[src/rtl/rf_pkg.sv]
// Shared register-file geometry: used by the write-back arbiter, the register
// file itself and its read-side mux.
package rf_pkg;

  localparam int unsigned RF_ADDR_W = 3;
  localparam int unsigned RF_DATA_W = 16;
  localparam int unsigned RF_DEPTH  = 8;

  typedef logic [RF_ADDR_W-1:0] rf_addr_t;
  typedef logic [RF_DATA_W-1:0] rf_data_t;

  // Index width that stays legal when only one requester exists.
  function automatic int unsigned idx_width(int unsigned n);
    return (n > 1) ? $clog2(n) : 1;
  endfunction

endpackage

[src/rtl/rr_arbiter.sv]
// Combinational round-robin arbiter: the search starts at ptr and wraps modulo N.
// The pointer state is held by the instantiating module.
module rr_arbiter #(
  parameter int unsigned N    = 3,
  parameter int unsigned IdxW = (N > 1) ? $clog2(N) : 1
) (
  input  logic [N-1:0]    req,
  input  logic [IdxW-1:0] ptr,
  input  logic            hold,
  output logic [N-1:0]    gnt,
  output logic [IdxW-1:0] gnt_idx,
  output logic            gnt_valid
);

  always_comb begin
    logic [IdxW-1:0] cand;
    gnt       = '0;
    gnt_idx   = '0;
    gnt_valid = 1'b0;
    cand      = '0;
    if (!hold) begin
      for (int unsigned k = 0; k < N; k++) begin
        cand = IdxW'((32'(ptr) + k) % N);
        if (!gnt_valid && req[cand]) begin
          gnt[cand] = 1'b1;
          gnt_idx   = cand;
          gnt_valid = 1'b1;
        end
      end
    end
  end

endmodule

[src/rtl/rf_wb_arbiter.sv]
// Write-back arbiter for the register-file write port: round-robin grant,
// one registered write per cycle, and a pending-write mask for hazard checks.
module rf_wb_arbiter
  import rf_pkg::*;
#(
  parameter int unsigned N_REQ  = 3,
  parameter int unsigned ADDR_W = RF_ADDR_W,
  parameter int unsigned DATA_W = RF_DATA_W,
  localparam int unsigned IdxW  = (N_REQ > 1) ? $clog2(N_REQ) : 1
) (
  input  logic                  clk,
  input  logic                  rst,
  input  logic                  wb_hold,
  input  logic [N_REQ-1:0]      req_valid,
  input  logic [N_REQ*ADDR_W-1:0] req_addr,
  input  logic [N_REQ*DATA_W-1:0] req_data,
  output logic [N_REQ-1:0]      req_ready,
  output logic                  wr_en,
  output logic [ADDR_W-1:0]     wr_addr,
  output logic [DATA_W-1:0]     wr_data,
  output logic [IdxW-1:0]       grant_id,
  output logic [2**ADDR_W-1:0]  pending_mask
);

  logic [IdxW-1:0]   rr_ptr_q, rr_ptr_d;
  logic              wr_en_q, wr_en_d;
  logic [ADDR_W-1:0] wr_addr_q, wr_addr_d;
  logic [DATA_W-1:0] wr_data_q, wr_data_d;
  logic [IdxW-1:0]   grant_id_q, grant_id_d;

  logic [N_REQ-1:0] gnt;
  logic [IdxW-1:0]  gnt_idx;
  logic             gnt_valid;

  rr_arbiter #(
    .N    (N_REQ),
    .IdxW (IdxW)
  ) u_rr_arbiter (
    .req       (req_valid),
    .ptr       (rr_ptr_q),
    .hold      (wb_hold),
    .gnt       (gnt),
    .gnt_idx   (gnt_idx),
    .gnt_valid (gnt_valid)
  );

  always_comb begin
    rr_ptr_d   = rr_ptr_q;
    wr_en_d    = 1'b0;
    wr_addr_d  = wr_addr_q;
    wr_data_d  = wr_data_q;
    grant_id_d = grant_id_q;
    if (gnt_valid && !rst) begin
      rr_ptr_d   = (gnt_idx == IdxW'(N_REQ - 1)) ? '0 : gnt_idx + 1'b1;
      wr_en_d    = 1'b1;
      wr_addr_d  = req_addr[gnt_idx*ADDR_W +: ADDR_W];
      wr_data_d  = req_data[gnt_idx*DATA_W +: DATA_W];
      grant_id_d = gnt_idx;
    end
  end

  always_ff @(posedge clk or posedge rst) begin
    if (rst) begin
      rr_ptr_q   <= '0;
      wr_en_q    <= 1'b0;
      wr_addr_q  <= '0;
      wr_data_q  <= '0;
      grant_id_q <= '0;
    end else begin
      rr_ptr_q   <= rr_ptr_d;
      wr_en_q    <= wr_en_d;
      wr_addr_q  <= wr_addr_d;
      wr_data_q  <= wr_data_d;
      grant_id_q <= grant_id_d;
    end
  end

  // Mask covers both waiting requests and the write currently on the port.
  always_comb begin
    pending_mask = '0;
    if (!rst) begin
      for (int i = 0; i < int'(N_REQ); i++) begin
        if (req_valid[i]) pending_mask[req_addr[i*ADDR_W +: ADDR_W]] = 1'b1;
      end
      if (wr_en_q) pending_mask[wr_addr_q] = 1'b1;
    end
  end

  assign req_ready = rst ? '0 : gnt;
  assign wr_en     = wr_en_q;
  assign wr_addr   = wr_addr_q;
  assign wr_data   = wr_data_q;
  assign grant_id  = grant_id_q;

endmodule
[config.mk]
export PLATFORM = sky130hd
export DESIGN_NAME = rf_wb_arbiter
export DESIGN_NICKNAME = d
export VERILOG_FILES = /design/src/rtl/rf_pkg.sv /design/src/rtl/rr_arbiter.sv /design/src/rtl/rf_wb_arbiter.sv
export SDC_FILE = /design/constraint.sdc
export NUM_CORES = 1
export LEC_CHECK = 0
export CELL_PAD_IN_SITES_DETAIL_PLACEMENT = 0
export CELL_PAD_IN_SITES_GLOBAL_PLACEMENT = 1
export CORE_ASPECT_RATIO = 1.4
export CORE_MARGIN = 3
export CORE_UTILIZATION = 25
export CTS_CLUSTER_DIAMETER = 100
export CTS_CLUSTER_SIZE = 28
export DETAILED_ROUTE_END_ITERATION = 6
export PLACE_DENSITY = 0.81
export SETUP_SLACK_MARGIN = 0.05
export SKIP_LAST_GASP = 1
export SLEW_MARGIN = 20
export SYNTH_ARGS = -nofsm -noshare
export SYNTH_HDL_FRONTEND = slang
export SYNTH_SLANG_ARGS = --single-unit
[constraint.sdc]
create_clock -name clk -period 3.1 [get_ports clk]
set_input_delay 0.62 -clock clk [delete_from_list [all_inputs] [get_ports clk]]
set_output_delay 0.62 -clock clk [all_outputs]
set_load 0.02 [all_outputs]
==> flow_summary.yaml <==
timing:
  rsz0062_at_grt: "false"
  hold-worst-slack_ps: 494.5
  tightest_slew_ps: 354.1
  fin_crit_sh: 0.9569
  setup_violations: 0
  tns_ps: 0
  fmaxAchievable_mhz: 337.1
  slew_viol_final: 0
  skew_ps: 5.946
  period_minus_slack_ps: 2966
  hold_violations: 0
  maxSlewHeadroom: 0.7639
worst_setup_path:
  slowest_stage: "or4b_2"
  critical-path-top-delay-family: "buffers and inverters"
  timing.rr.end: "wr_addr[2]$_DFFE_PP0P_"
  end_kind: "output port"
  crit_buf_inv: 2
  slowest_delay_ps: 650
  reg2reg_setup_slack_ps: 670
  startpoint: "req_valid[2]"
  start_kind: "primary input"
  path_class: "primary input to output port"
  cp_data_arrival_time_ps: 2350
  path_cells: "clkdlybuf4s50_1, or4b_2, o21ai_0, a22oi_1, nor2_1, clkdlybuf4s15_1"
  r2r-start: "rr_ptr_q[1]$_DFFE_PP0P_"
  path_max_fanout: 4
  cp_data_required_time_ps: 2480
  reg2regPathDepth: 9
route:
  ant_nets: 0
  wl_per_cell_um: 15.47
  vias: 2245
  wirelength_um: 6792
  drc: 0
  drtIter0Drc: 137
  dr.pass1.iters: 5
  vias_per_cell: 5.114
placement:
  portBuffers: 95
  dp_hpwl_um: 5199
  gp_congestion: 0.9093
  placed_area_sq_mm: 0.003204
clock_tree:
  numCtsBuffers: 3
  cts.root.buffer_cell: "clkbuf_8"
  cts_setup_buffers: 0
  htreeDepth: 1
  cts_tree: "built"
  insertion_delay_ps: 270
  clk_pin_slew_worst_paths_ps: 90
  postCtsHoldBufs: 0
  cts_buffer_depth: 2
  cts_sinks: 24
global_route:
  grt_max_degree: 25
  gr-usage-all-layers: 0.1346
  grt_pass1_vias: 2237
  grt_pass1_wl_um: 10700
  antenna_found_initial: 0
  grt.overflow.total: 0
finish:
  post-route-util: 0.4099
  syn2layout_area_growth_pct: 55.01
  drive_gt1_frac: 0.1622
  stdcell_area_sq_mm: 0.003254
  n_antenna_cell: 0
  final_nets: 407
power:
  cellPowerDensity_mw_per_mm2: 719.6
  cellLeakagePower_uw: 0.001269
  total_power_uw: 2342
  peakVddDrop_uv: 304.4
synth:
  syn_inst: 244
  synth_top_area_frac: 0.2861
  synth_ff_type: "dfrtp_1"
  ys_ff_latch: 24
  synthArstFlopShare: 1.000
  synth_area_leader_cell: "dfrtp_1"
  syn_area_sq_mm: 0.002100
  synth-edff-count: 0
  syn_avg_cell_area_sq_um: 8.605
  yosysWarnings: 0
  yosysUniqueCellTypes: 49
  syn-num-nets: 311
  synth.area.top_cells: "dfrtp_1, mux2i_1, o211ai_2"
  ys_seq_area_frac: 0.2861
min_path:
  hold_depth: 2
  hold_end: "wr_data[9]$_DFFE_PP0P_"
  min_from: "wr_data[9]$_DFFE_PP0P_"
  hold_path_class: "register to register"
die:
  fp.dieArea_sq_mm: 0.009549
  start_util: 0.2644
  core_sq_mm: 0.007940
  die_width_um: 83.45
  pin_count: 96
  core.rowCount: 38
  fp.dieH_um: 114.4
outcome:
  outcome: "completed"
run:
  drv_cap: 0
[registers in the layout (all words and copies together) (netlist names)]
name and count:
wr_en 1, grant_id 2, wr_addr 3, wr_data 16
rr_ptr_q 2
[worst reg2reg max path: stages (launching register included)]
cell and delay, ps:
dfrtp_1 420, inv_1 90, ha_1 350, buf_4 220
nor4bb_1 310, a31oi_1 70, nand2_1 130, clkinv_2 220
nand2b_4 330, o211ai_1 160
[placed cells by master, fill, tap and decap left out, types with 9 or more instances in the layout]
| master | count |
|---|---|
| mux2i_1 | 19 |
| nor2_1 | 10 |
| nand3_1 | 19 |
| o211ai_1 | 9 |
| nand4b_1 | 11 |
| o211ai_2 | 10 |
| buf_4 | 25 |
| dfrtp_1 | 24 |
| nand2_1 | 30 |
| a31oi_1 | 9 |
| clkdlybuf4s50_1 | 84 |
[routing by layer]
layer	vias up	share of wire	track usage
met5	-	0	0
met1	1051	0.41	0.1520
met2	85	0.51	0.2537
li1	1101	-	-
met4	0	0.019	0.04185
met3	8	0.062	0.02664
[worst max-delay path by stage]
stage / depth (start not counted) / to
3_5_place_dp: 7 / req_ready[0]
3_3_place_gp: 7 / req_ready[0]
4_1_cts: 7 / req_ready[0]
2_1_floorplan: 8 / req_ready[0]
5_1_grt: 8 / req_ready[1]
6_report: 6 / req_ready[1]
[synth_stat cells (5+ instances only)]
master / number
nand2_1: 30
dfrtp_1: 24
mux2i_1: 19
nand3_1: 19
buf_2: 11
nand4b_1: 11
clkbuf_1: 10
nor2_1: 10
o211ai_2: 10
a31oi_1: 9
o211ai_1: 9
nor3b_1: 6
a21oi_1: 5
inv_1: 5
[kinds of logic (layout without fill, tap and decap cells)]
| group | count (synthesis) | after routing | synth area share |
|---|---|---|---|
| mux | 20 | 20 | 0.09595 |
| fa+ha+maj | 5 | 5 | 0.02920 |
| buf+inv | 36 | 131 | 0.09058 |
| flops | 24 | 24 | 0.2861 |
| compound gates | 55 | 55 | 0.2157 |
| simple gates | 104 | 104 | 0.2825 |
[cell type report]
cell class	count	area, sq um
Sequential cell	24	600.6
Clock buffer	3	41.29
Tap cell	100	125.1
Inverter	7	27.53
Clock inverter	1	30.03
Fill cell	816	4686
Timing Repair Buffer	120	1107
Multi-Input combinational cell	184	1323
[metrics by stage]
step	setup slack, ps	cells
6_report	133.5	439
5_1_grt	52.30	439
4_1_cts	21.00	439
3_5_place_dp	-254.8	435
3_3_place_gp	-231.7	435
2_1_floorplan	383.8	244
[power breakdown]
group	total (uW)	leakage [uW]	internal (uW)	switching, uW
combinational	1490	0.000932	714	781
sequential	572	0.000301	456	116
clock	275	0.0000357	173	102
total	2340	0.00127	1340	1000
[repair_timing]
item	CTS	global route
hold endpoints to repair	0	0
gates resized for setup	12	14
endpoints found under the setup margin	11	7
Power figures use the tool's default switching activity.
==> RTL change, RTL diff (same flow settings) <==
Make the reset (`rst`) synchronous in one clocked block.
--- a/src/rtl/rf_wb_arbiter.sv
+++ b/src/rtl/rf_wb_arbiter.sv
@@ -60,5 +60,5 @@
   end
 
-  always_ff @(posedge clk or posedge rst) begin
+  always_ff @(posedge clk) begin
     if (rst) begin
       rr_ptr_q   <= '0;
Formal check against the unedited RTL: differs if rst is asserted again (counterexample within 4 cycles, from zero or initial values and one cycle with rst high); with rst held inactive, the same outputs for 4 cycles.
==> RTL change against the original RTL <==
- worst setup slack better by 0.017 ns
- die area down 3.5%
- wire length up 0.54%
- area after synthesis down 3.7%
- sequential cell count unchanged
- fmax up 0.58%
- design area down 3.0%
Power is not compared: it rests on default switching activity, and its combinational part moved more than twofold at a synthesized area within 25%.
==> RTL change: results (changes against the original RTL) <==
| Metric | Value |
|---|---|
| Outcome | `completed` |
| Largest cells by area after synthesis | `dfxtp_1 (24%), nand3b_1 (8.2%), mux2i_1 (6.9%), o211ai_2 (6.2%), nand4b_1 (3.9%)` |
| Worst Path Arrival | `2.33 ns (-0.02 ns)` |
| DP Cell Count | `442 (+1.6%)` |
| Register area share after synthesis | `23.8% (-4.8 points)` |
| Met1 Track Usage GR | `18.7% (+3.5 points)` |
| Final wirelength | `6830 um (+0.54%)` |
| Total GRT Usage | `15.0% (+1.6 points)` |
| Top cells by count, synth | `dfxtp_1 (24), nand3b_1 (22)` |
| Peak VDD IR | `0.171 mV` |
| Syn_nets | `322 (+3.5%)` |
| Placer congestion estimate | `0.813 (-11%)` |
| Clk root buf | `clkbuf_8` |
| Worst path max stage delay | `0.60 ns (-0.05 ns)` |
| Detailed Place HPWL | `5040 um (-3.0%)` |
| Worst Hold Class | `flop to flop` |
| Layout cells sized above 1 | `11.9% (-4.3 points)` |
| Dpl ws | `-0.238 ns (+0.0167 ns)` |
| GR Layer Usage met3 | `3.45% (+0.79 points)` |
| Area Growth Syn to Fin | `56.2%` |
| Synth Flop Type | `dfxtp_1` |
| Detailed Route Iter0 Violations | `135 (-1.5%)` |
| Post-synth EDFFs | `0 (unchanged)` |
| Synth warnings | `0 (unchanged)` |
| Number of detailed-route iterations in the first pass | `4 (-1)` |
| H-tree depth | `1 (unchanged)` |
| Max reg flops | `16 (unchanged)` |
| Rel. slew slack | `63.9% (-12 points)` |
| Synthesized-area fraction occupied by adder cells | `3.03% (+0.11 points)` |
| Netlist cell types | `51 (+4.1%)` |
| GR Layer Usage met2 | `25.7% (+0.31 points)` |
| Skew final | `0.00318 ns (-0.00277 ns)` |
| Avg Inst Size Synth | `7.93 um2 (-7.8%)` |
| Finished Layout Cells | `445 (+1.4%)` |
| Max Slew Vio Count | `0 (unchanged)` |
| First-pass GRT wire length | `11300 um (+6.1%)` |
| CP top delay family | `buffers and inverters` |
| Worst skew pair latency | `0.26 ns` |
| Clk buf depth | `2 (unchanged)` |
| Final-layout fill cell count | `857 (+5.0%)` |
| Nets | `414 (+1.7%)` |
| Mux contribution to synthesized area | `6.93% (-2.7 points)` |
| Compound-Gate Fraction of Synth Area | `24.2% (+2.6 points)` |
| Placement Cell Area | `3130 um2 (-2.4%)` |
| Via count | `2291 (+2.0%)` |
| Largest net degree at the start of global routing | `24 (-4.0%)` |
| Worst path slowest cell | `clkdlybuf4s50_1` |
| CP max FO | `7 (+3)` |
| Ys async rst share | `0% (-100 points)` |
[RTL change: repair_timing]
| action | CTS | global route |
|---|---|---|
| gates resized for setup | 10 | 6 |
| pin swaps | 0 | 2 |
| endpoints found under the setup margin | 10 | 5 |
| cloned | 0 | 0 |
| buffers inserted | 0 | 0 |
[RTL change: layout make-up]
class	instances	share of cell area, %
Tap cell	100	3.96
Clock buffer	3	1.31
Inverter	4	0.475
Sequential cell	24	15.2
Multi-Input combinational cell	197	44.0
Timing Repair Buffer	117	35.0
[RTL change: layer usage]
metal / vias to the layer above / wire length, um
li1: 1147 / -
met1: 1058 / 2790
met2: 82 / 3490
met3: 4 / 501
met4: 0 / 50
met5: - / 0
[RTL change: final timing paths]
path                             from                  endpoint  slack, ns  cells past startpoint
max                      req_valid[0]              req_ready[2]       0.15                      7
min          grant_id[1]$_SDFFE_PP0P_  grant_id[1]$_SDFFE_PP0P_       0.48                      2
max reg2reg  rr_ptr_q[0]$_SDFFE_PP0P_  wr_data[11]$_SDFFE_PP0P_       0.46                      8
min reg2reg  grant_id[1]$_SDFFE_PP0P_  grant_id[1]$_SDFFE_PP0P_       0.48                      2
[RTL change: power groups by stage]
| stage | Sequential (mW) | Clock [mW] | Combinational [mW] |
|---|---|---|---|
| 4_1_cts | 0.381 | 0.191 | 0.515 |
| 5_1_grt | 0.387 | 0.202 | 0.557 |
| 3_5_place_dp | 0.387 | 0 | 0.519 |
| 2_1_floorplan | 0.421 | 0 | 0.238 |
| 3_3_place_gp | 0.386 | 0 | 0.517 |
| 6_report | 0.381 | 0.183 | 0.510 |
[RTL change: kinds of logic after synthesis]
kind of cell               after synthesis
DFF                                     24
buffers and inverters                   34
muxes                                   14
adders and majority gates                5
AOI/OAI and AO/OA                       62
and+or+nand+nor                        116
